$ cat src/rtl/issue_select.sv
// issue_select: select stage behind the issue-slot request/grant interface.
//
// Each cycle the oldest eligible slot (lowest index, slot 0 oldest) gets a
// one-hot grant. Its packet is latched into the issue register that feeds
// execute. When a uop leaves the issue register unkilled, its destination
// register travels down a WAKE_LAT-deep wakeup pipe. It is then broadcast on
// o_WDest so that issue slots can wake dependent sources.
//
// Handshake: the issue register is the valid side (o_valid) and execute is
// the ready side (i_ex_ready). A uop moves to execute on any edge where both
// are high. The register accepts a new uop whenever it is empty or draining
// that same cycle, so back-to-back issue runs at one uop per cycle.
//
// Ports:
//   i_clk, i_rst_n : clock (rising edge), asynchronous active-low reset
//   i_request      : per-slot issue request
//   i_rslot        : slot packets, slot k at [k*WIDTH +: WIDTH]
//   i_BrKill       : branch kill mask, one-cycle pulse
//   i_ex_ready     : execute accepts the issue register this cycle
//   o_grant        : combinational one-hot grant back to the slots
//   o_valid, o_uop : issue register
//   o_WDest        : wakeup destination broadcast (0 = none)
//
// Packet layout, LSB first:
//   flags[2:0], pr1, pr2, prd, tag, brmask, opcode[6:0]
module issue_select #(
  parameter int N_SLOT    = 8,
  parameter int WIDTH_REG = 6,
  parameter int WIDTH_TAG = 4,
  parameter int WIDTH_BRM = 4,
  parameter int WAKE_LAT  = 2,
  parameter int WIDTH     = 7 + WIDTH_BRM + WIDTH_TAG + 3 * WIDTH_REG + 3
) (
  input  logic                      i_clk,
  input  logic                      i_rst_n,
  input  logic [N_SLOT-1:0]         i_request,
  input  logic [N_SLOT*WIDTH-1:0]   i_rslot,
  input  logic [WIDTH_BRM-1:0]      i_BrKill,
  input  logic                      i_ex_ready,
  output logic [N_SLOT-1:0]         o_grant,
  output logic                      o_valid,
  output logic [WIDTH-1:0]          o_uop,
  output logic [WIDTH_REG-1:0]      o_WDest
);

  localparam int OFF_PRD = 3 + 2 * WIDTH_REG;
  localparam int OFF_BRM = 3 + 3 * WIDTH_REG + WIDTH_TAG;
  localparam int LAST    = WAKE_LAT - 1;

  // Issue register
  logic             valid_q, valid_d;
  logic [WIDTH-1:0] uop_q, uop_d;

  // Wakeup pipe, stage 0 is youngest
  logic [WAKE_LAT-1:0]                wk_v_q, wk_v_d;
  logic [WAKE_LAT-1:0][WIDTH_REG-1:0] wk_prd_q, wk_prd_d;
  logic [WAKE_LAT-1:0][WIDTH_BRM-1:0] wk_brm_q, wk_brm_d;
  logic [WAKE_LAT-1:0]                wk_hit;
  logic [WIDTH_REG-1:0]               wdest_q, wdest_d;

  logic [N_SLOT-1:0]    eligible;
  logic [N_SLOT-1:0]    grant;
  logic [WIDTH-1:0]     sel_pkt;
  logic                 accept;
  logic [WIDTH_BRM-1:0] uop_brm;
  logic                 uop_kill;
  logic                 fire;

  // A slot whose branch mask hits this cycle's kill is already dead, so it
  // must not be granted even though it is still requesting.
  for (genvar k = 0; k < N_SLOT; k++) begin : g_elig
    assign eligible[k] = i_request[k] &&
      ((i_rslot[k*WIDTH + OFF_BRM +: WIDTH_BRM] & i_BrKill) == '0);
  end

  assign accept = !valid_q || i_ex_ready;

  // The lowest set bit of eligible is isolated as x & -x. Slot 0 is the
  // oldest, so this picks the oldest eligible slot. The grant is also held
  // at zero while reset is asserted.
  always_comb begin
    grant = eligible & (~eligible + N_SLOT'(1));
    if (!accept || !i_rst_n) grant = '0;
  end

  // The grant is one-hot, so a priority-free mux suffices.
  always_comb begin
    sel_pkt = '0;
    for (int k = 0; k < N_SLOT; k++) begin
      if (grant[k]) sel_pkt = i_rslot[k*WIDTH +: WIDTH];
    end
  end

  assign uop_brm  = uop_q[OFF_BRM +: WIDTH_BRM];
  assign uop_kill = (uop_brm & i_BrKill) != '0;
  // A killed uop does not count as executed, even if execute is ready.
  assign fire     = valid_q && i_ex_ready && !uop_kill;

  // When the register empties, o_uop keeps its old contents. Consumers
  // qualify it with o_valid.
  always_comb begin
    valid_d = valid_q;
    uop_d   = uop_q;
    if (grant != '0) begin
      valid_d = 1'b1;
      uop_d   = sel_pkt;
    end else if (valid_q && uop_kill) begin
      valid_d = 1'b0;
    end else if (valid_q && i_ex_ready) begin
      valid_d = 1'b0;
    end
  end

  always_comb begin
    for (int s = 0; s < WAKE_LAT; s++) begin
      wk_hit[s] = (wk_brm_q[s] & i_BrKill) != '0;
    end
  end

  // Each stage that is in flight is dropped when a kill hits its branch
  // mask. The output register applies the same filter, so a kill in any
  // cycle between fire and broadcast suppresses the wakeup.
  always_comb begin
    wk_v_d      = '0;
    wk_prd_d    = '0;
    wk_brm_d    = '0;
    wk_v_d[0]   = fire;
    wk_prd_d[0] = uop_q[OFF_PRD +: WIDTH_REG];
    wk_brm_d[0] = uop_brm;
    for (int s = 1; s < WAKE_LAT; s++) begin
      wk_v_d[s]   = wk_v_q[s-1] && !wk_hit[s-1];
      wk_prd_d[s] = wk_prd_q[s-1];
      wk_brm_d[s] = wk_brm_q[s-1];
    end
    wdest_d = (wk_v_q[LAST] && !wk_hit[LAST]) ? wk_prd_q[LAST] : '0;
  end

  always_ff @(posedge i_clk or negedge i_rst_n) begin
    if (!i_rst_n) begin
      valid_q  <= 1'b0;
      uop_q    <= '0;
      wk_v_q   <= '0;
      wk_prd_q <= '0;
      wk_brm_q <= '0;
      wdest_q  <= '0;
    end else begin
      valid_q  <= valid_d;
      uop_q    <= uop_d;
      wk_v_q   <= wk_v_d;
      wk_prd_q <= wk_prd_d;
      wk_brm_q <= wk_brm_d;
      wdest_q  <= wdest_d;
    end
  end

  assign o_grant = grant;
  assign o_valid = valid_q;
  assign o_uop   = uop_q;
  assign o_WDest = wdest_q;

endmodule
$ cat config.mk
export PLATFORM = sky130hd
export DESIGN_NAME = issue_select
export DESIGN_NICKNAME = d
export VERILOG_FILES = /design/src/rtl/issue_select.sv
export SDC_FILE = /design/constraint.sdc
export NUM_CORES = 1
export LEC_CHECK = 0
export ABC_AREA = 0
export BUFFER_PORTS_ARGS = -buffer_cell sky130_fd_sc_hd__buf_2
export CAP_MARGIN = 20
export CORE_AREA = 3 3 135 137
export CTS_CLUSTER_DIAMETER = 200
export DETAILED_ROUTE_END_ITERATION = 10
export DIE_AREA = 0 0 138 140
export GPL_ROUTABILITY_DRIVEN = 0
export GPL_TIMING_DRIVEN = 1
export PLACE_DENSITY = 0.54
export SLEW_MARGIN = 20
export SYNTH_ARGS = -nofsm -noshare
export SYNTH_HDL_FRONTEND = slang
export SYNTH_SLANG_ARGS = --single-unit
$ cat constraint.sdc
create_clock -name i_clk -period 4.9 [get_ports i_clk]
set_clock_uncertainty 0.15 [all_clocks]
set_input_delay 1.225 -clock i_clk [delete_from_list [all_inputs] [get_ports i_clk]]
set_output_delay 1.225 -clock i_clk [all_outputs]
set_load 0.1 [all_outputs]
[After elaboration in Yosys (flattened, before gate mapping)]
Cells that the tools add are included.
Operators by class
  multiplexer cells: 13
  reductions and logical operators: 34
  bitwise operators: 13
  add/subtract/negate cells: 1
Operators by type and width (number)
  36-bit 2-to-1 mux: 8
  4-bit bitwise AND: 11
  4-bit zero test: 8
  1-bit logical AND: 13
  4-bit nonzero test: 3
  8-bit by 1-bit adder with 8-bit output (second input constant): 1
  8-bit bitwise AND: 1
  8-bit 2-to-1 mux: 1
  8-bit inverter: 1
  8-bit nonzero test: 1
  1-bit zero test: 6
  6-bit 2-to-1 mux: 1
  1-bit 2-to-1 mux: 3
  3-bit nonzero test: 1
  1-bit logical OR: 2
Word-level totals
  output and inout bits: 51
  word-level logic and storage cells: 69
  flip-flop bits (word level): 65

[Longest topological paths before layout]
  depth in word-level cells: 15
  gate-level depth with buffers: 10
  depth with buffers taken out: 7

[Worst setup path after synthesis]
Ideal clock, no wire load.
  path kind: input to output
  start: input i_BrKill[0]
  end: output o_grant[4]
  slack: 0.388 ns
  cell stages on the path: 7
  path buffers: 3
  arrival time: 3.137 ns
  cell sequence: buf_4 > a222oi_1 > nand3_1 > or3b_1 > buf_2 > clkbuf_1 > inv_1
On the way
  longest elaborated chain between the ends: 7
  elaborated cells on any way between the ends: 19
  those cells by class: 1 x add/sub; 1 x mux; 7 x bitwise; 10 x reduce/logical
Ends and longest elaborated chain
  start: declaration: line 38  | input logic [WIDTH_BRM-1:0] i_BrKill,
  4-bit bitwise AND: line 73  | ((i_rslot[k*WIDTH + OFF_BRM +: WIDTH_BRM] & i_BrKill) == '0);
  4-bit zero test: line 73
  1-bit logical AND: line 72  | assign eligible[k] = i_request[k] &&
  8-bit inverter: line 82  | grant = eligible & (~eligible + N_SLOT'(1));
  8-bit by 1-bit adder with 8-bit output: line 82
  8-bit bitwise AND (*): line 82
  8-bit 2-to-1 mux (*): line 83  | if (!accept || !i_rst_n) grant = '0;
  end: declaration: line 40  | output logic [N_SLOT-1:0] o_grant,
Mark *: on every way between the ends. The rest lies on a longest branch, timed or not.

[Final worst setup path]
  start: input i_BrKill[0]
  end: output o_grant[7]
Same word-level chain as after synthesis.

==> impl_metrics.json <==
{
  "yosys_register_bits": 65,
  "power_frac_seq_pct": 28.2,
  "core-area_sq_um": 17200,
  "fin_hold_ws_ns": 0.193,
  "numCtsBuffers": 9,
  "wire_per_inst_microns": 20.5,
  "yosysWarningCount": 0,
  "drv.max_cap_violation_count": 0,
  "multi_input_comb_area_sq_um": 2210,
  "rsz_0062_raised_after_global_routing": "false",
  "postCtsHoldBufs": 0,
  "vias_in_the_first_global_route": 5328,
  "yosys.cell_count.top_type": "nand2_1",
  "clk_pin_slew_worst_paths_ns": 0.05,
  "cts_root_buf": "clkbuf_16",
  "clock-sinks": 65,
  "netSwitchingFraction_pct": 49.8,
  "number_of_endpoints_with_negative_hold_slack_in_the_final_report": 0,
  "maximum_number_of_buffers_from_clock_root_to_sink": 2,
  "final_report_setup_violation_count": 0,
  "drt_iter0_markers": 708,
  "largest_net_degree_at_the_start_of_global_routing": 73,
  "netlist-cell-type-count": 38,
  "routed-wl-met3_microns": 1700,
  "detailedPlacementHpwl_microns": 15900,
  "fin_util_pct": 37.5,
  "synth-compound-area-share_pct": 31.8,
  "fin_setup_tns_ns": 0,
  "postPlaceCellArea_sq_um": 6150,
  "power.density_nw_per_um2": 424,
  "port_buffer_count": 353,
  "cts_max_level": 3,
  "p_clk_share_pct": 23.8,
  "timing.max_slew.rel_slack_pct": 35.2,
  "sequential_cell_area_sq_um": 1630,
  "worstMarginPinSlew_ns": 0.970,
  "synth_top_area_cell": "dfrtp_1",
  "route.vias.total": 5522,
  "row_count": 48,
  "dominant_combinational_cell_family_by_area_after_synthesis": "compound AO/OA/AOI/OAI gates",
  "syn_area_sq_um": 4170,
  "synthMuxAreaShare_pct": 0,
  "worstPathMaxFanout": 11,
  "detail_route.wirelength.met1_microns": 8560,
  "postSynthNetCount": 763,
  "floorplan.initialDensity_pct": 24.3,
  "switchingPower_mw": 1.36,
  "power_leakage_nw": 3.18,
  "worstPathArrival_ns": 2.83,
  "chipWidth_microns": 138,
  "detailedRoute.firstPassIterationCount": 9,
  "cpMaxStageDelayCell": "or4_1",
  "drv_slew": 0,
  "vdd_drop_max_v": 0.000276,
  "area_overhead_of_the_layout_relative_to_synthesis_pct": 54.5,
  "final_cell_area_sq_um": 6450,
  "insertion_delay_ns": 0.34,
  "netlist_top_cells_count": "nand2_1 (84), dfrtp_1 (65), a222oi_1 (44), nand3_1 (41), o211ai_1 (35)",
  "hp-class": "reg -> reg",
  "synth-adder-area-share_pct": 0,
  "drive_gt1_share_pct": 50.6,
  "floorplan.die.height_microns": 140,
  "worst_path_largest_cell_delay_ns": 0.63,
  "cts_setup_buffers": 0,
  "synth_simple_gate_area_share_pct": 20.8,
  "timing.critical_path.to_type": "output pin",
  "path_cells": "buf_2, a22oi_1, nand4_2, nand4_1, or4_1, clkinv_4, buf_12",
  "remaining_drc_errors": 0,
  "min_delay_path_depth": 0,
  "netlist.area_leader.share_pct": 39.0,
  "overflow": 0,
  "design_power_total_mw": 2.73,
  "first_pass_grt_wire_length_microns": 30700,
  "num_io_pins": 354,
  "ys_top_cells_by_area": "dfrtp_1 (39%), a222oi_1 (11%), nand2_1 (7.6%)",
  "floorplan.die_area_sq_um": 19300,
  "synth_enable_flop_cells": 0,
  "timing.final.crit_share_pct": 85.8,
  "viasPerCell": 5.45,
  "met2WireLength_microns": 10200,
  "avgSynthCellArea_sq_um": 9.07,
  "worst-endpoint-required_ns": 3.52,
  "timing.fmax_mhz": 238,
  "ctsResizeCount": 0,
  "status": "complete, no violations",
  "grt_antenna_before_repair": 0,
  "post_synth_xor_area_fraction_pct": 0,
  "synth_ff_type": "dfrtp_1",
  "asyncSetResetFlopFracSynth_pct": 100,
  "antenna_violating_nets_post_route": 0,
  "worst-setup-path-type": "in -> out",
  "antenna-diode-count": 0,
  "top_signal_layer_used": "met4",
  "rr_worst_depth": 8,
  "nNetsFinal": 1087,
  "share_of_total_power_in_combinational_logic_pct": 48.1,
  "wl_microns": 20800,
  "period_needed_ns": 4.20,
  "synth_seq_area_share_pct": 39.0,
  "synthesis.instances": 460,
  "tritoncts_clock_tree": "yes",
  "overall_global_routing_usage_pct": 20.3,
  "internal_power_consumption_mw": 1.37,
  "fill_cells": 1835,
  "crit_path_start_kind": "input pin"
}
cells in the final DEF (no fill, tap or decap), types with 8 or more instances in the layout:
cell       count
buf_4         16
nand4_1       16
dfrtp_1       65
nand3_1       41
buf_12         8
a22oi_1       15
buf_2        344
o211ai_1      35
o22ai_1       23
a31oi_1       22
a221oi_1      22
nand2_1       84
a222oi_1      44
clkbuf_16      9
metrics by stage:
stage | cells | setup slack, ns
floorplan | 460 | 0.388
global route | 1014 | 0.598
global placement | 998 | 0.738
finish | 1014 | 0.697
CTS | 1014 | 0.713
detailed placement | 998 | 0.706
cells by family after synthesis:
logic type / Yosys count
AND/OR/NAND/NOR: 170
AO/OA/AOI/OAI: 165
flip-flops: 65
buffers and inverters: 60
critical path: cells and delay by family:
| family | cells | cell delay [ns] |
|---|---|---|
| and+or+nand+nor | 3 | 0.95 |
| buffers and inverters | 3 | 0.49 |
| AOI/OAI and AO/OA | 1 | 0.16 |
final cells by class:
class / count / area share (%)
clock buffer: 9 / 3.49
timing repair buffer: 368 / 31.1
clock inverter: 7 / 1.16
inverter: 5 / 0.369
multi-input combinational: 335 / 34.3
sequential: 65 / 25.2
tap: 225 / 4.37
power by group through the flow:
stage                     registers [mW]  logic, mW  clock network (mW)
after floorplan                     1.28      0.494                   0
after global placement             0.779       1.31                   0
after detailed placement           0.777       1.31                   0
after CTS                          0.769       1.32               0.675
after global routing               0.787       1.37               0.695
final                              0.770       1.31               0.650
final timing paths:
kind / from / endpoint / slack (ns)
max reg2reg: o_valid / o_uop[14] / 2.15
max in group asynchronous: i_rst_n / o_uop[21] / 3.03
max: i_BrKill[0] / o_grant[7] / 0.70
min reg2reg: wk_prd_d[9] / wk_prd_q[9] / 0.19
min: wk_prd_d[9] / wk_prd_q[9] / 0.19
min in group asynchronous: i_rst_n / wk_brm_d[4] / 0.59
layer usage:
| layer | up-vias | GRT usage [%] |
|---|---|---|
| li1 | 2524 | - |
| met1 | 2644 | 26.9 |
| met2 | 330 | 33.4 |
| met3 | 24 | 4.88 |
| met4 | 0 | 5.56 |
| met5 | - | 0 |
state kept, by name, summed over array words and instances (netlist names):
name,cells
wk_brm_d,4
o_WDest,6
o_uop,36
wk_brm_q,4
wk_prd_d,6
o_valid,1
wk_v_q,2
wk_prd_q,6
Note: power is estimated with default switching activity, not from simulation.
